**config.mk**
```make
export PLATFORM = sky130hd
export DESIGN_NAME = if_stage
export DESIGN_NICKNAME = d
export VERILOG_FILES = /design/src/rtl/if_stage.sv
export SDC_FILE = /design/constraint.sdc
export NUM_CORES = 1
export LEC_CHECK = 0
export CAP_MARGIN = 20
export CORE_MARGIN = 1.5
export CORE_UTILIZATION = 46
export CTS_CLUSTER_SIZE = 24
export DETAILED_ROUTE_END_ITERATION = 8
export GPL_TIMING_DRIVEN = 1
export PLACE_DENSITY = 0.81
export SETUP_SLACK_MARGIN = 0.15
export SKIP_LAST_GASP = 1
export SLEW_MARGIN = 10
export SYNTH_ARGS = -nofsm -noshare
export SYNTH_HDL_FRONTEND = slang
export SYNTH_SLANG_ARGS = --single-unit
export TNS_END_PERCENT = 20
```
**constraint.sdc**
```tcl
create_clock -name clk -period 2.8 [get_ports clk]
set_clock_uncertainty 0.15 [all_clocks]
set_input_delay 0.56 -clock clk [delete_from_list [all_inputs] [get_ports clk]]
set_output_delay 0.56 -clock clk [all_outputs]
set_load 0.05 [all_outputs]
```
**src/rtl/if_stage.sv**
```systemverilog
`default_nettype none
// ============================================================================
//  Module      : if_stage
//  Description : Instruction-fetch stage. Holds the PC, drives the instruction
//                memory address combinationally from it, and captures the
//                fetched word into the IF/ID pipeline register. A two-state
//                fetch FSM (RUN/HALT) parks fetch after ECALL/EBREAK until a
//                redirect arrives.
//  Ports       :
//    clk          in   1   clock, rising-edge active
//    reset        in   1   synchronous active-high reset
//    stall        in   1   freeze PC and IF/ID register (ignored in HALT)
//    redirect     in   1   taken branch/jump: flush IF/ID, load redirect_pc
//    redirect_pc  in   32  redirect target
//    imem_addr    out  32  instruction memory address (= PC register)
//    imem_rdata   in   32  instruction word at imem_addr, same cycle
//    id_instr     out  32  IF/ID instruction (NOP_INSTR when a bubble)
//    id_pc        out  32  IF/ID PC of id_instr
//    id_valid     out  1   id_instr is a real fetched instruction
//    halted       out  1   fetch FSM is in HALT
//    misalign_err out  1   sticky: a redirect target had nonzero bits [1:0]
//    fetch_count  out  32  instructions accepted into IF/ID (wraps)
//  Revision    : 1.0  initial release
// ============================================================================
module if_stage #(
    parameter logic [31:0] RESET_PC  = 32'h0000_0000,
    parameter logic [31:0] NOP_INSTR = 32'h0000_0013
) (
    input  logic        clk,
    input  logic        reset,
    input  logic        stall,
    input  logic        redirect,
    input  logic [31:0] redirect_pc,
    output logic [31:0] imem_addr,
    input  logic [31:0] imem_rdata,
    output logic [31:0] id_instr,
    output logic [31:0] id_pc,
    output logic        id_valid,
    output logic        halted,
    output logic        misalign_err,
    output logic [31:0] fetch_count
);

    localparam logic [0:0]  c_ST_RUN  = 1'b0;
    localparam logic [0:0]  c_ST_HALT = 1'b1;
    localparam logic [31:0] c_ECALL   = 32'h0000_0073;
    localparam logic [31:0] c_EBREAK  = 32'h0010_0073;

    logic [0:0]  r_state;
    logic [31:0] r_pc;
    logic [31:0] r_id_instr;
    logic [31:0] r_id_pc;
    logic        r_id_valid;
    logic        r_misalign;
    logic [31:0] r_fetch_count;

    logic        w_is_system;

    assign w_is_system = (imem_rdata == c_ECALL) || (imem_rdata == c_EBREAK);

    always_ff @(posedge clk) begin
        if (reset) begin
            r_state       <= c_ST_RUN;
            r_pc          <= RESET_PC;
            r_id_instr    <= NOP_INSTR;
            r_id_pc       <= 32'h0000_0000;
            r_id_valid    <= 1'b0;
            r_misalign    <= 1'b0;
            r_fetch_count <= 32'h0000_0000;
        end else if (redirect) begin
            // Target is force-aligned; a misaligned request is only flagged.
            r_state    <= c_ST_RUN;
            r_pc       <= {redirect_pc[31:2], 2'b00};
            r_id_instr <= NOP_INSTR;
            r_id_valid <= 1'b0;
            if (redirect_pc[1:0] != 2'b00) begin
                r_misalign <= 1'b1;
            end
        end else if (r_state == c_ST_HALT) begin
            // Parked: keep issuing bubbles at a frozen PC, stall has no effect.
            r_id_instr <= NOP_INSTR;
            r_id_valid <= 1'b0;
        end else if (!stall) begin
            r_id_instr    <= imem_rdata;
            r_id_pc       <= r_pc;
            r_id_valid    <= 1'b1;
            r_fetch_count <= r_fetch_count + 32'd1;
            // ECALL/EBREAK is still delivered to decode, but the PC stays on
            // it so fetch resumes only via redirect.
            if (w_is_system) begin
                r_state <= c_ST_HALT;
            end else begin
                r_pc <= r_pc + 32'd4;
            end
        end
    end

    assign imem_addr    = r_pc;
    assign id_instr     = r_id_instr;
    assign id_pc        = r_id_pc;
    assign id_valid     = r_id_valid;
    assign halted       = (r_state == c_ST_HALT);
    assign misalign_err = r_misalign;
    assign fetch_count  = r_fetch_count;

endmodule
`default_nettype wire

```
# Word level (Yosys, flattened, before mapping)
# Cells that the tools add are included.
totals:
  ramBits: 0
  romBits: 0
  inputBits: 68
  n_memories: 0
  latchBits: 0
  output_inout_bits: 131
  regBits: 131
op_classes:
  mux: 7
  div_mod_pow: 0
  eq_ne: 5
  n_lt_le_gt_ge: 0
  bitwise: 4
  n_reduce_logical: 8
  add_sub_neg: 2
  shift: 0
  multipliers: 0
op_table:
  columns: ["operator", "n"]
  rows:
  - ["32-bit two-way mux", 4]
  - ["32-bit by 1-bit adder with 32-bit output, second input constant", 1]
  - ["32-bit by 3-bit adder with 32-bit output, second input constant", 1]
  - ["32-bit by 21-bit equality test with 1-bit output, second input constant", 1]
  - ["32-bit by 7-bit equality test with 1-bit output, second input constant", 1]
  - ["3-bit AND reduction", 3]
  - ["2-bit != test, second input constant", 2]
  - ["1-bit inverter", 4]
  - ["1-bit two-way mux", 3]
  - ["3-bit OR reduction", 1]
  - ["2-bit by 1-bit != test with 1-bit output, second input constant", 1]
  - ["2-bit AND reduction", 1]
  - ["2-bit nonzero test", 1]
  - ["2-bit OR reduction", 1]
  - ["1-bit logical OR", 1]

# Depth between registers and ports, before layout
# Gate-level depths: netlist of run 1.
depth:
  ltp_word: 6
  mapped_depth: 7
  depth_no_buf: 6

# Worst setup path after synthesis of run 1
# Ideal clock, no wire load.
synth_path:
  path_kind: "register to register"
  startpoint: "register r_pc[2] (netlist: imem_addr[2])"
  endpoint: "register r_pc[26] (netlist: imem_addr[26])"
  arrival_time_ns: 2.396
  stages_incl_launch_ff: 7
  slack_ns: 0.151
  cell_sequence: "dfxtp_1 > ha_1 > nand4_1 > or4_4 > a311oi_4 > mux2i_1 > a2111oi_2"
synth_between:
  elab_chain_cells: 5
synth_rtl:
  columns: ["element", "line_no", "source"]
  rows:
  - ["from (decl)", "50", "logic [31:0] r_pc;"]
  - ["from (signal assigned)", "73", "r_pc <= {redirect_pc[31:2], 2'b00};"]
  - ["from (signal assigned)", "93", "r_pc <= r_pc + 32'd4;"]
  - ["32-bit by 3-bit adder with 32-bit output", "93", null]
  - ["32-bit two-way mux", "90", "if (w_is_system) begin"]
  - ["32-bit two-way mux", "83", "end else if (!stall) begin"]
  - ["32-bit two-way mux", "79", "end else if (r_state == c_ST_HALT) begin"]
  - ["32-bit two-way mux", "70", "end else if (redirect) begin"]
# No other way between the ends. The select of a mux whose other input is x is not followed.
# A chain may end at the register's enable or synchronous reset.

# Final worst setup path of run 1
layout_path:
  startpoint: "register r_pc[2] (netlist: imem_addr[2])"
  endpoint: "register r_pc[18] (netlist: imem_addr[18])"
# The elaborated chain is that of the path after synthesis.

==> metrics.md, run 1 <==
| Metric | Value |
|---|---|
| Met2 usage | 44.0% |
| Post-route DRC | 0 |
| CTS max path bufs | 2 |
| Max Slew Vio Count | 0 |
| Crit share post-route | between 90% and 100% |
| Family with the most delay on the worst path | simple AND/OR/NAND/NOR gates |
| Register-to-register path setup slack | 0.14 ns |
| Asr flop ratio synth | 0% |
| Met3 usage | ~6.9% |
| RSZ-0062 raised after global routing | yes |
| Congestion Overflow GR | 0 |
| Mapped Cells | 694 |
| Total GRT Usage | about a quarter |
| Vias in the first global route | about 5,700 |
| Drt total wl | 17.5 mm |
| Routability Congestion | 0.853 |
| Final Hold Fails | 0 |
| PwrDens | about 600 nW/um2 |
| Slew headroom | between 60% and 70% |
| Switching Share | about a quarter |
| Fill count | around 1,000 |
| Reg2reg end | imem_addr[18]$_SDFFE_PP0P_ |
| Rows | about 40 |
| Place WS | -0.128 ns |
| Die W | 116 um |
| Seq cells post-synth | 127 |
| Post-CTS Setup Repair Bufs | 0 |
| Seq/Total Area, Yosys | a little over two fifths |
| Antenna Cells | 0 |
| CTS root buf | clkbuf_16 |
| H-tree Lvls | 4 |
| Fin util | about 70% |
| Share of cells above drive strength 1 | approximately 9.1% |
| Busiest grt layer | met2 |
| Critical path class | reg2reg |
| Clock power share | 47.8% |
| Design area | 8690 um2 |
| Critical path peak fanout | 7 |
| Core area | around 13,000 um2 |
| Multi-input gate area | 3040 um2 |
| Initial cell density of the core | about 47% |
| Iteration-0 DRC Markers | between 400 and 500 |
| Pin count of the biggest net entering global routing | 60 |
| Static leakage | just over 3 nW |
| Reg2Reg Depth | 6 |
| Distinct cell type count after synthesis | slightly below 60 |
| Startpoint Class | register |
| Post-Syn Area per Cell | around 8.5 um2 |
| Hold_sp | misalign_err$_SDFFE_PP0P_ |
| Worst skew pair latency | about 0.42 ns |
| Worst Slack Setup Final | between 0.1 and 0.15 ns |
| First-pass GRT wire length | 27.7 mm |
| Cells along the critical path | ha_1 -> nand4_1 -> or4_4 -> a311oi_4 -> nor3_1 -> a2111oi_1 |
| Max_cap viols | 0 |
| Cell Count, Final, Fillers Out | ~1,100 |
| Worst Path Buf+Inv | 0 |
| Cts hold-fix bufs | 0 |
| Ranking of synthesized cells by area | dfxtp_1 43%, nor2_1 5.7%, mux2i_1 5.6%, nand2_1 5.3%, xnor2_1 3.6% |
| Worst EP required | around 3 ns |
| Total negative slack | 0 ns |
| Slowest CP cell | or4_4 |
| Final ANT Viol Nets | 0 |
| DR vias | around 6,000 |
| CTS sink cnt | ~130 |
| Hold path endpoint | misalign_err$_SDFFE_PP0P_ |
| Share of the synthesized area in the top cell type | between 40% and 50% |
| Outcome | completed |
| Min Clock Period, post-route | around 2.7 ns |
| Met1 Usage GRT | 31.0% |
| Area Overhead vs Synth | 47.1% |
| Num CTS Buffers | 17 |
| Full die area | between 10,000 and 15,000 um2 |
| Element type at the critical path end | register |
| Drt wl/cell | about 16 um |
| HP Class | reg2reg |
| Pre-antenna DRT Iters | 8 |
| Synthesized area | approximately 5900 um2 |
| Total power | just over 5 mW |
| Comb pwr share | 14.0% |
| Switching power | around 1.3 mW |
| Part of the power in registers | a little under two fifths |
| # placed instances | around 1,000 |
| Final Net Count | around 950 |
| Maximum resistive drop on vdd | roughly 410 uV |
| CTS tree | built |
| Clock slew at reported path FFs | ~0.06 ns |
| Syn. warnings | 0 |
| EDFF count, synth | 0 |
| Post-DP HPWL | approximately 12 mm |
| Arrival time at the worst endpoint | 2.79 ns |
| Hold Crit Depth | 2 |
| Most frequently used flop master after synthesis | dfxtp_1 |
| Most frequent cell after synthesis | dfxtp_1 |
| Worst-Margin Slew | about 0.6 ns |
| Worst Hold Slack | between 0.2 and 0.3 ns |
| Initial antenna violation count | 0 |
| DR vias/cell | between 5 and 6 |
| Synth top cells by count | 127 x dfxtp_1, 89 x nor2_1, 84 x nand2_1 |
| Register area | 2540 um2 |
| Num ports | slightly below 200 |
| Chip Height | around 120 um |
| Placed Area | roughly 8000 um2 |
| # setup viols final | 0 |
| Internal power | 3.80 mW |
| Leading area contributor after synthesis | dfxtp_1 |
| Buffers added on ports | approximately 190 |
| Fmax | 376 MHz |
| RR Startpoint | imem_addr[2]$_SDFFE_PP0P_ |
| Crit-path max cell delay | about 0.61 ns |
## what timing repair did
item,in CTS,in global routing
pin swaps,1,0
resized for setup,1,1
gates cloned,0,0
endpoints found under the setup margin,1,6
## power by group through the flow
stage	sequential (mW)	combinational, mW	clock (mW)
finish	1.94	0.711	2.43
floorplan	2.18	0.211	0
global route	1.95	0.751	2.55
CTS	1.94	0.711	2.47
global placement	1.97	0.694	0
detailed placement	1.98	0.707	0
## routing by layer
layer	part of all wire [%]	vias to the layer above
met5	0	-
met3	7.4	48
met1	40	2858
met4	3.6	0
li1	-	2836
met2	49	264
## tightest hold or removal path: stages (launching register included)
cell and delay, ns:
dfxtp_1 0.30, inv_1 0.04, a21oi_1 0.05
## flip-flops by register name (all words and copies together), names as in the netlist
register	cells
id_instr	32
id_pc	30
misalign_err	1
id_valid	1
imem_addr	30
fetch_count	32
halted	1
## cell usage in the layout (no fill, tap or decap), types with 10 or more instances in the layout
cell type | Yosys | final
a21oi_1 | 41 | 41
a311oi_1 | 12 | 12
and3_1 | 10 | 10
and4_1 | 12 | 12
buf_4 | 4 | 27
clkbuf_16 | 0 | 17
clkdlybuf4s50_1 | 0 | 192
dfxtp_1 | 127 | 127
inv_1 | 23 | 23
mux2i_1 | 33 | 33
nand2_1 | 84 | 84
nand3_1 | 19 | 19
nand4_1 | 22 | 22
nor2_1 | 89 | 89
nor3_1 | 13 | 13
nor4_1 | 17 | 17
o21ai_0 | 12 | 12
or3_1 | 10 | 10
or4_1 | 11 | 11
xnor2_1 | 24 | 24
## area by class of cell
cell class / instances / area share (%)
Inverter: 23 / 0.993
Timing Repair Buffer: 221 / 24.7
Sequential cell: 127 / 29.3
Tap cell: 172 / 2.48
Clock buffer: 22 / 5.46
Clock inverter: 10 / 2.10
Multi-Input combinational cell: 492 / 35.0
## cell families (layout without fill, tap and decap cells)
logic type / after synthesis / after routing / synth area share [%]
AOI/OAI and AO/OA: 107 / 107 / 13.4
xor gates and xnor gates: 26 / 26 / 3.85
buffers and inverters: 78 / 276 / 5.74
and+or+nand+nor: 319 / 319 / 27.7
adders and majority gates: 2 / 2 / 0.423
other: 1 / 4 / 0.0635
DFF: 127 / 127 / 43.0
muxes: 34 / 34 / 5.84
## worst max-delay path by stage
stage | startpoint | end | slack [ns] | cells after the start
2_1_floorplan | imem_addr[2]$_SDFFE_PP0P_ | imem_addr[26]$_SDFFE_PP0P_ | 0.15 | 6
4_1_cts | imem_addr[2]$_SDFFE_PP0P_ | imem_addr[18]$_SDFFE_PP0P_ | 0.17 | 6
3_5_place_dp | imem_rdata[18] | imem_addr[11]$_SDFFE_PP0P_ | -0.13 | 6
5_1_grt | imem_addr[2]$_SDFFE_PP0P_ | imem_addr[18]$_SDFFE_PP0P_ | 0.1 | 6
6_report | imem_addr[2]$_SDFFE_PP0P_ | imem_addr[18]$_SDFFE_PP0P_ | 0.14 | 6
3_3_place_gp | imem_rdata[14] | imem_addr[12]$_SDFFE_PP0P_ | -0.05 | 7
No activity file was read; power rests on OpenSTA's default activity.
==> inputs of run 2 (changes only) <==
- CELL_PAD_IN_SITES_DETAIL_PLACEMENT: default -> 0
- CELL_PAD_IN_SITES_GLOBAL_PLACEMENT: default -> 2
- CORE_UTILIZATION: 46 -> 26
- CTS_CLUSTER_DIAMETER: default -> 30
- PLACE_DENSITY: 0.81 -> default
- PLACE_DENSITY_LB_ADDON: default -> 0.1
- TNS_END_PERCENT: 20 -> 30
==> run 2 against run 1 <==
Effect of this change:
- die area is 75% higher
- clock power fell by 11%
- non-clock buffer count rose by 16
- wire length up 14%
- largest cell class unchanged
- critical path type is now reg2out
- power is 5.0% lower
- via count shrank 3.2%
- utilization fell by 29 points
==> metrics.md, run 2 (synthesized netlist as in run 1, its figures left out) <==
| Metric | Value |
|---|---|
| DR vias | 5,811 (-3.2%) |
| Buffers added on ports | 194 (unchanged) |
| Final ANT Viol Nets | 0 (unchanged) |
| # setup viols final | 0 (unchanged) |
| Total GRT Usage | 17.1% (-9.2 points) |
| Critical path peak fanout | 8 (+1) |
| Full die area | 23,600 um2 (+75%) |
| Vias in the first global route | 5,666 (-0.39%) |
| Drt wl/cell | 16.8 um (+2.0%) |
| Slowest CP cell | clkdlybuf4s50_1 |
| Register-to-register path setup slack | 0.27 ns (+0.13 ns) |
| Hold Crit Depth | 2 (unchanged) |
| Post-route DRC | 0 (unchanged) |
| Rows | 54 (+32%) |
| Chip Height | 154 um (+32%) |
| Outcome | completed |
| Drt total wl | 20.0 mm (+14%) |
| Commonest non-fill, non-tap cell in the layout | clkdlybuf4s50_1 |
| Antenna Cells | 0 (unchanged) |
| Slew headroom | 59.6% (-0.87 points) |
| Clock slew at reported path FFs | 0.06 ns (about the same) |
| Max Slew Vio Count | 0 (unchanged) |
| CTS max path bufs | 2 (unchanged) |
| Fmax | 391 MHz (+4.0%) |
| Arrival time at the worst endpoint | 1.85 ns (-0.94 ns) |
| First-pass GRT wire length | 31.7 mm (+14%) |
| Core area | 22,100 um2 (+76%) |
| Routability Congestion | 0.744 (-13%) |
| Design area | 8890 um2 (+2.3%) |
| Final Net Count | 968 (+1.7%) |
| Share of cells above drive strength 1 | 11.1% (+2.0 points) |
| Area Overhead vs Synth | 50.4% |
| Element type at the critical path end | primary output |
| Max_cap viols | 0 (unchanged) |
| Reg2Reg Depth | 7 (+1) |
| Commonest non-fill, non-tap cells in the layout | 191 x clkdlybuf4s50_1, 126 x dfxtp_1, 89 x nor2_1 |
| Crit-path max cell delay | 0.90 ns (+0.29 ns) |
| Iteration-0 DRC Markers | 257 (-42%) |
| Fill count | 2,209 (+120%) |
| DR vias/cell | 4.88 (-13%) |
| Critical Path Stages | 1 (-5) |
| Placed Area | 8310 um2 (+3.4%) |
| Total negative slack | 0 ns (unchanged) |
| Critical path class | reg2out |
| Final Hold Fails | 0 (unchanged) |
| PwrDens | 544 nW/um2 (-7.1%) |
| HP Class | in2reg |
| RSZ-0062 raised after global routing | yes |
| Worst Path Buf+Inv | 1 (+1) |
| Min Clock Period, post-route | 2.56 ns (-0.102 ns) |
| Congestion Overflow GR | 0 (unchanged) |
| Post-DP HPWL | 14.5 mm (+17%) |
| CTS sink cnt | 127 (unchanged) |
| CTS tree | built |
| Cts hold-fix bufs | 0 (unchanged) |
| Startpoint Class | register |
| Num ports | 199 (unchanged) |
| H-tree Lvls | 4 (unchanged) |
| Family with the most delay on the worst path | buffers and inverters |
| Num CTS Buffers | 17 (unchanged) |
| Cells along the critical path | clkdlybuf4s50_1 |
| Total power | 4.83 mW (-5.0%) |
| Worst EP required | 2.09 ns (-0.84 ns) |
| Pin count of the biggest net entering global routing | 59 (-1.7%) |
| Static leakage | 3.09 nW (+1.4%) |
| Maximum resistive drop on vdd | 366 uV (-12%) |
| Initial antenna violation count | 0 (unchanged) |
| Die W | 154 um (+32%) |
| CTS root buf | clkbuf_16 |
| Worst skew pair latency | 0.42 ns (about the same) |
| Initial cell density of the core | 26.7% (-20 points) |
| Crit share post-route | 91.4% (-3.7 points) |
| Pre-antenna DRT Iters | 4 (-4) |
| Worst-Margin Slew | 0.606 ns (+0.0149 ns) |
## run 2: cell count changes in the layout (fill, tap and decap cells not counted), moves of 2 or more
| cell | delta |
|---|---|
| buf_4 | +14 |
| inv_6 | +5 |
| clkinvlp_4 | +2 |
| buf_12 | +2 |
| clkinv_2 | -2 |
| clkbuf_8 | -2 |
| clkinv_4 | +2 |
| bufinv_16 | -4 |
## run 2: layer usage
layer  vias up  share of wire [%]  track usage, %
li1       2872                  -               -
met1      2773                 46            22.2
met2       148                 48            28.3
met3        18                4.4            3.78
met4         0                1.2            5.22
met5         -                  0               0
## run 2: path summary, 6_finish.rpt
check                        startpoint                          to
max          imem_addr[10]$_SDFFE_PP0P_               imem_addr[10]
min                               stall       id_valid$_SDFFE_PP0N_
max reg2reg   imem_addr[2]$_SDFFE_PP0P_  imem_addr[30]$_SDFFE_PP0P_
min reg2reg   misalign_err$_SDFFE_PP0P_   misalign_err$_SDFFE_PP0P_
## run 2: repair_timing
action	in CTS	in global routing
gates resized for setup	0	4
setup buffers	0	0
endpoints found under the setup margin	0	4
## run 2: metrics by stage
| step | setup slack (ns) | util [%] | cells | hold WS (ns) |
|---|---|---|---|---|
| after CTS | 0.177 | 40.2 | 1191 | 0.251 |
| after global routing | 0.129 | 40.2 | 1191 | 0.262 |
| final | 0.240 | 40.2 | 1191 | 0.273 |
| after detailed placement | -0.217 | 37.6 | 1159 | 0.296 |
| after global placement | -0.126 | 37.6 | 1159 | 0.284 |
| after floorplan | 0.151 | - | 697 | 0.514 |
## run 2: power by group
group	switching (mW)	total [mW]	leakage, nW	internal (mW)
registers	0.0609	1.93	1.04	1.87
clock network	0.902	2.16	0.264	1.26
logic	0.452	0.741	1.79	0.289
## run 2: layout make-up
class	instances	area (um2)	share of cell area [%]
multi-input combinational	492	3050	34.3
sequential	127	2540	28.6
timing repair buffer	237	2290	25.8
clock buffer	19	443	4.98
tap	280	350	3.94
clock inverter	13	129	1.45
inverter	23	86.3	0.971
==> inputs of run 3 (changes only) <==
- CORE_UTILIZATION: 26 -> 36
- DONT_BUFFER_PORTS: default -> 1
- SETUP_SLACK_MARGIN: 0.15 -> 0.02
==> run 3 against run 2 <==
Effect of this change:
- hold slack worse by 0.21 ns
- die area is 27% lower
- fmax is 2.3% higher
- global-route usage is 3.5 points higher
- via count is 10% lower
- non-clock buffer count is 166 lower
- wire length is 12% lower
- setup slack better by 0.057 ns
- critical path type is now reg2reg
- largest cell class unchanged
- largest power group unchanged
==> metrics.md, run 3 (synthesized netlist as in run 1, its figures left out) <==
| Metric | Value |
|---|---|
| Outcome | completed |
| Area Overhead vs Synth | 19.2% |
| Iteration-0 DRC Markers | 276 (+7.4%) |
| Worst Slack Setup Final | 0.297 ns (+0.0573 ns) |
| HP Class | in2reg |
| Min Clock Period, post-route | 2.50 ns (-0.0572 ns) |
| Place WS | 0.230 ns (+0.447 ns) |
| Drt total wl | 17.7 mm (-12%) |
| Reg2Reg Depth | 5 (-2) |
| Worst skew pair latency | 0.42 ns (about the same) |
| Busiest grt layer | met2 |
| First-pass GRT wire length | 28.4 mm (-10%) |
| Fmax | 400 MHz (+2.3%) |
| Final Net Count | 802 (-17%) |
| Post-CTS Setup Repair Bufs | 0 (unchanged) |
| Total GRT Usage | 20.6% (+3.5 points) |
| DR vias/cell | 5.41 (+11%) |
| Congestion Overflow GR | 0 (unchanged) |
| Clock slew at reported path FFs | 0.06 ns (about the same) |
| Total negative slack | 0 ns (unchanged) |
| Register area | 2540 um2 (about the same) |
| Pre-antenna DRT Iters | 4 (unchanged) |
| Hold Crit Depth | 1 (-1) |
| H-tree Lvls | 4 (unchanged) |
| Fill count | 1,612 (-27%) |
| Static leakage | 2.54 nW (-18%) |
| Met2 usage | 32.3% (+4.0 points) |
| Cts hold-fix bufs | 0 (unchanged) |
| Arrival time at the worst endpoint | 2.66 ns (+0.81 ns) |
| Pin count of the biggest net entering global routing | 96 (+63%) |
| Met1 Usage GRT | 26.1% (+3.9 points) |
| RSZ-0062 raised after global routing | no |
| Multi-input gate area | 3040 um2 (-0.25%) |
| Drt wl/cell | 18.4 um (+9.6%) |
| Critical path class | reg2reg |
| Hold_sp | reset |
| DR vias | 5,202 (-10%) |
| Commonest non-fill, non-tap cells in the layout | 127 x dfxtp_1, 89 x nor2_1, 84 x nand2_1 |
| Commonest non-fill, non-tap cell in the layout | dfxtp_1 |
| Met3 usage | 7.56% (+3.8 points) |
| Maximum resistive drop on vdd | 446 uV (+22%) |
| CTS root buf | clkbuf_16 |
| Total power | 4.53 mW (-6.3%) |
| PwrDens | 643 nW/um2 (+18%) |
| Num ports | 199 (unchanged) |
| CTS tree | built |
| Element type at the critical path end | register |
| Post-route DRC | 0 (unchanged) |
| Initial cell density of the core | 37.1% (+10 points) |
| Worst Hold Slack | 0.0604 ns (-0.213 ns) |
| Final ANT Viol Nets | 0 (unchanged) |
| CTS max path bufs | 2 (unchanged) |
| Share of cells above drive strength 1 | 16.4% (+5.3 points) |
| Resized Gates After CTS | 0 (unchanged) |
| Worst-Margin Slew | 0.867 ns (+0.261 ns) |
| Max Slew Vio Count | 0 (unchanged) |
| Slew headroom | 42.2% (-17 points) |
| Family with the most delay on the worst path | simple AND/OR/NAND/NOR gates |
| Die W | 131 um (-15%) |
| Cells along the critical path | nand4_1 -> or4_1 -> nor3_1 -> a21oi_1 -> a31o_2 |
| Slowest CP cell | or4_1 |
| Worst Path Buf+Inv | 0 (-1) |
| Worst EP required | 2.96 ns (+0.87 ns) |
| Register-to-register path setup slack | 0.30 ns (+0.03 ns) |
| CTS sink cnt | 127 (unchanged) |
| Core area | 15,900 um2 (-28%) |
| Fin util | 44.2% (+4.0 points) |
| Full die area | 17,200 um2 (-27%) |
| Crit share post-route | 89.4% (-2.0 points) |
| Startpoint Class | register |
| Initial antenna violation count | 0 (unchanged) |
| Buffers added on ports | 0 (-100%) |
| Routability Congestion | 0.753 (+1.1%) |
| Reg2reg end | fetch_count[31]$_SDFFE_PP0P_ |
| Max_cap viols | 0 (unchanged) |
| Num CTS Buffers | 17 (unchanged) |
| Vias in the first global route | 5,186 (-8.5%) |
| Critical path peak fanout | 18 (+10) |
| Antenna Cells | 0 (unchanged) |
| Chip Height | 131 um (-15%) |
| RR Startpoint | fetch_count[7]$_SDFFE_PP0P_ |
| Final Hold Fails | 0 (unchanged) |
| Rows | 46 (-15%) |
| Hold path endpoint | id_pc[23]$_SDFFE_PP0P_ |
| Crit-path max cell delay | 0.81 ns (-0.09 ns) |
| # setup viols final | 0 (unchanged) |
| Post-DP HPWL | 12.2 mm (-16%) |
## run 3: changes by cell type in the layout (fill, tap and decap cells not counted), sizes merged
cell	previous run	this run
clkdlybuf4s50	191	0
buf	46	71
inv	28	23
clkbuf	19	23
clkinv	2	5
clkinvlp	5	3
## run 3: cell type report
cell class	count	share of cell area [%]
Inverter	23	1.23
Multi-Input combinational cell	492	43.1
Timing Repair Buffer	71	7.74
Tap cell	216	3.84
Clock inverter	9	1.21
Sequential cell	127	36.1
Clock buffer	23	6.78
## run 3: how the worst max path moves through the flow
stage	startpoint	end	slack, ns	cells past startpoint
after floorplan	imem_addr[2]$_SDFFE_PP0P_	imem_addr[26]$_SDFFE_PP0P_	0.15	6
after CTS	fetch_count[7]$_SDFFE_PP0P_	fetch_count[31]$_SDFFE_PP0P_	0.29	5
after detailed placement	imem_rdata[14]	imem_addr[12]$_SDFFE_PP0P_	0.23	5
final	fetch_count[7]$_SDFFE_PP0P_	fetch_count[31]$_SDFFE_PP0P_	0.30	5
after global placement	imem_rdata[14]	imem_addr[12]$_SDFFE_PP0P_	0.25	5
after global routing	fetch_count[7]$_SDFFE_PP0P_	fetch_count[31]$_SDFFE_PP0P_	0.17	5
## run 3: report_power, final
group          total (mW)  internal, mW  switching [mW]
combinational       0.383         0.127           0.256
clock                2.10          1.29           0.817
sequential           2.04          1.87           0.170
total                4.53          3.29            1.24
## run 3: per-stage QoR
step,cell area (um2),std cells
final,7050,961
after global placement,6480,929
after global routing,7050,961
after CTS,7050,961
after floorplan,5920,697
after detailed placement,6480,929
## run 3: worst reg2reg max path, delay by kind of cell, from the launching register on
kind,cells,cell delay [ns]
and+or+nand+nor,3,1.57
AOI/OAI and AO/OA,2,0.34
DFF,1,0.34
## run 3: per-layer routing
metal  vias to the layer above  routed length [um]
met5                         -                   0
met4                         0                 259
met3                        16                1440
met2                       183                8120
met1                      2456                7840
li1                       2547                   -
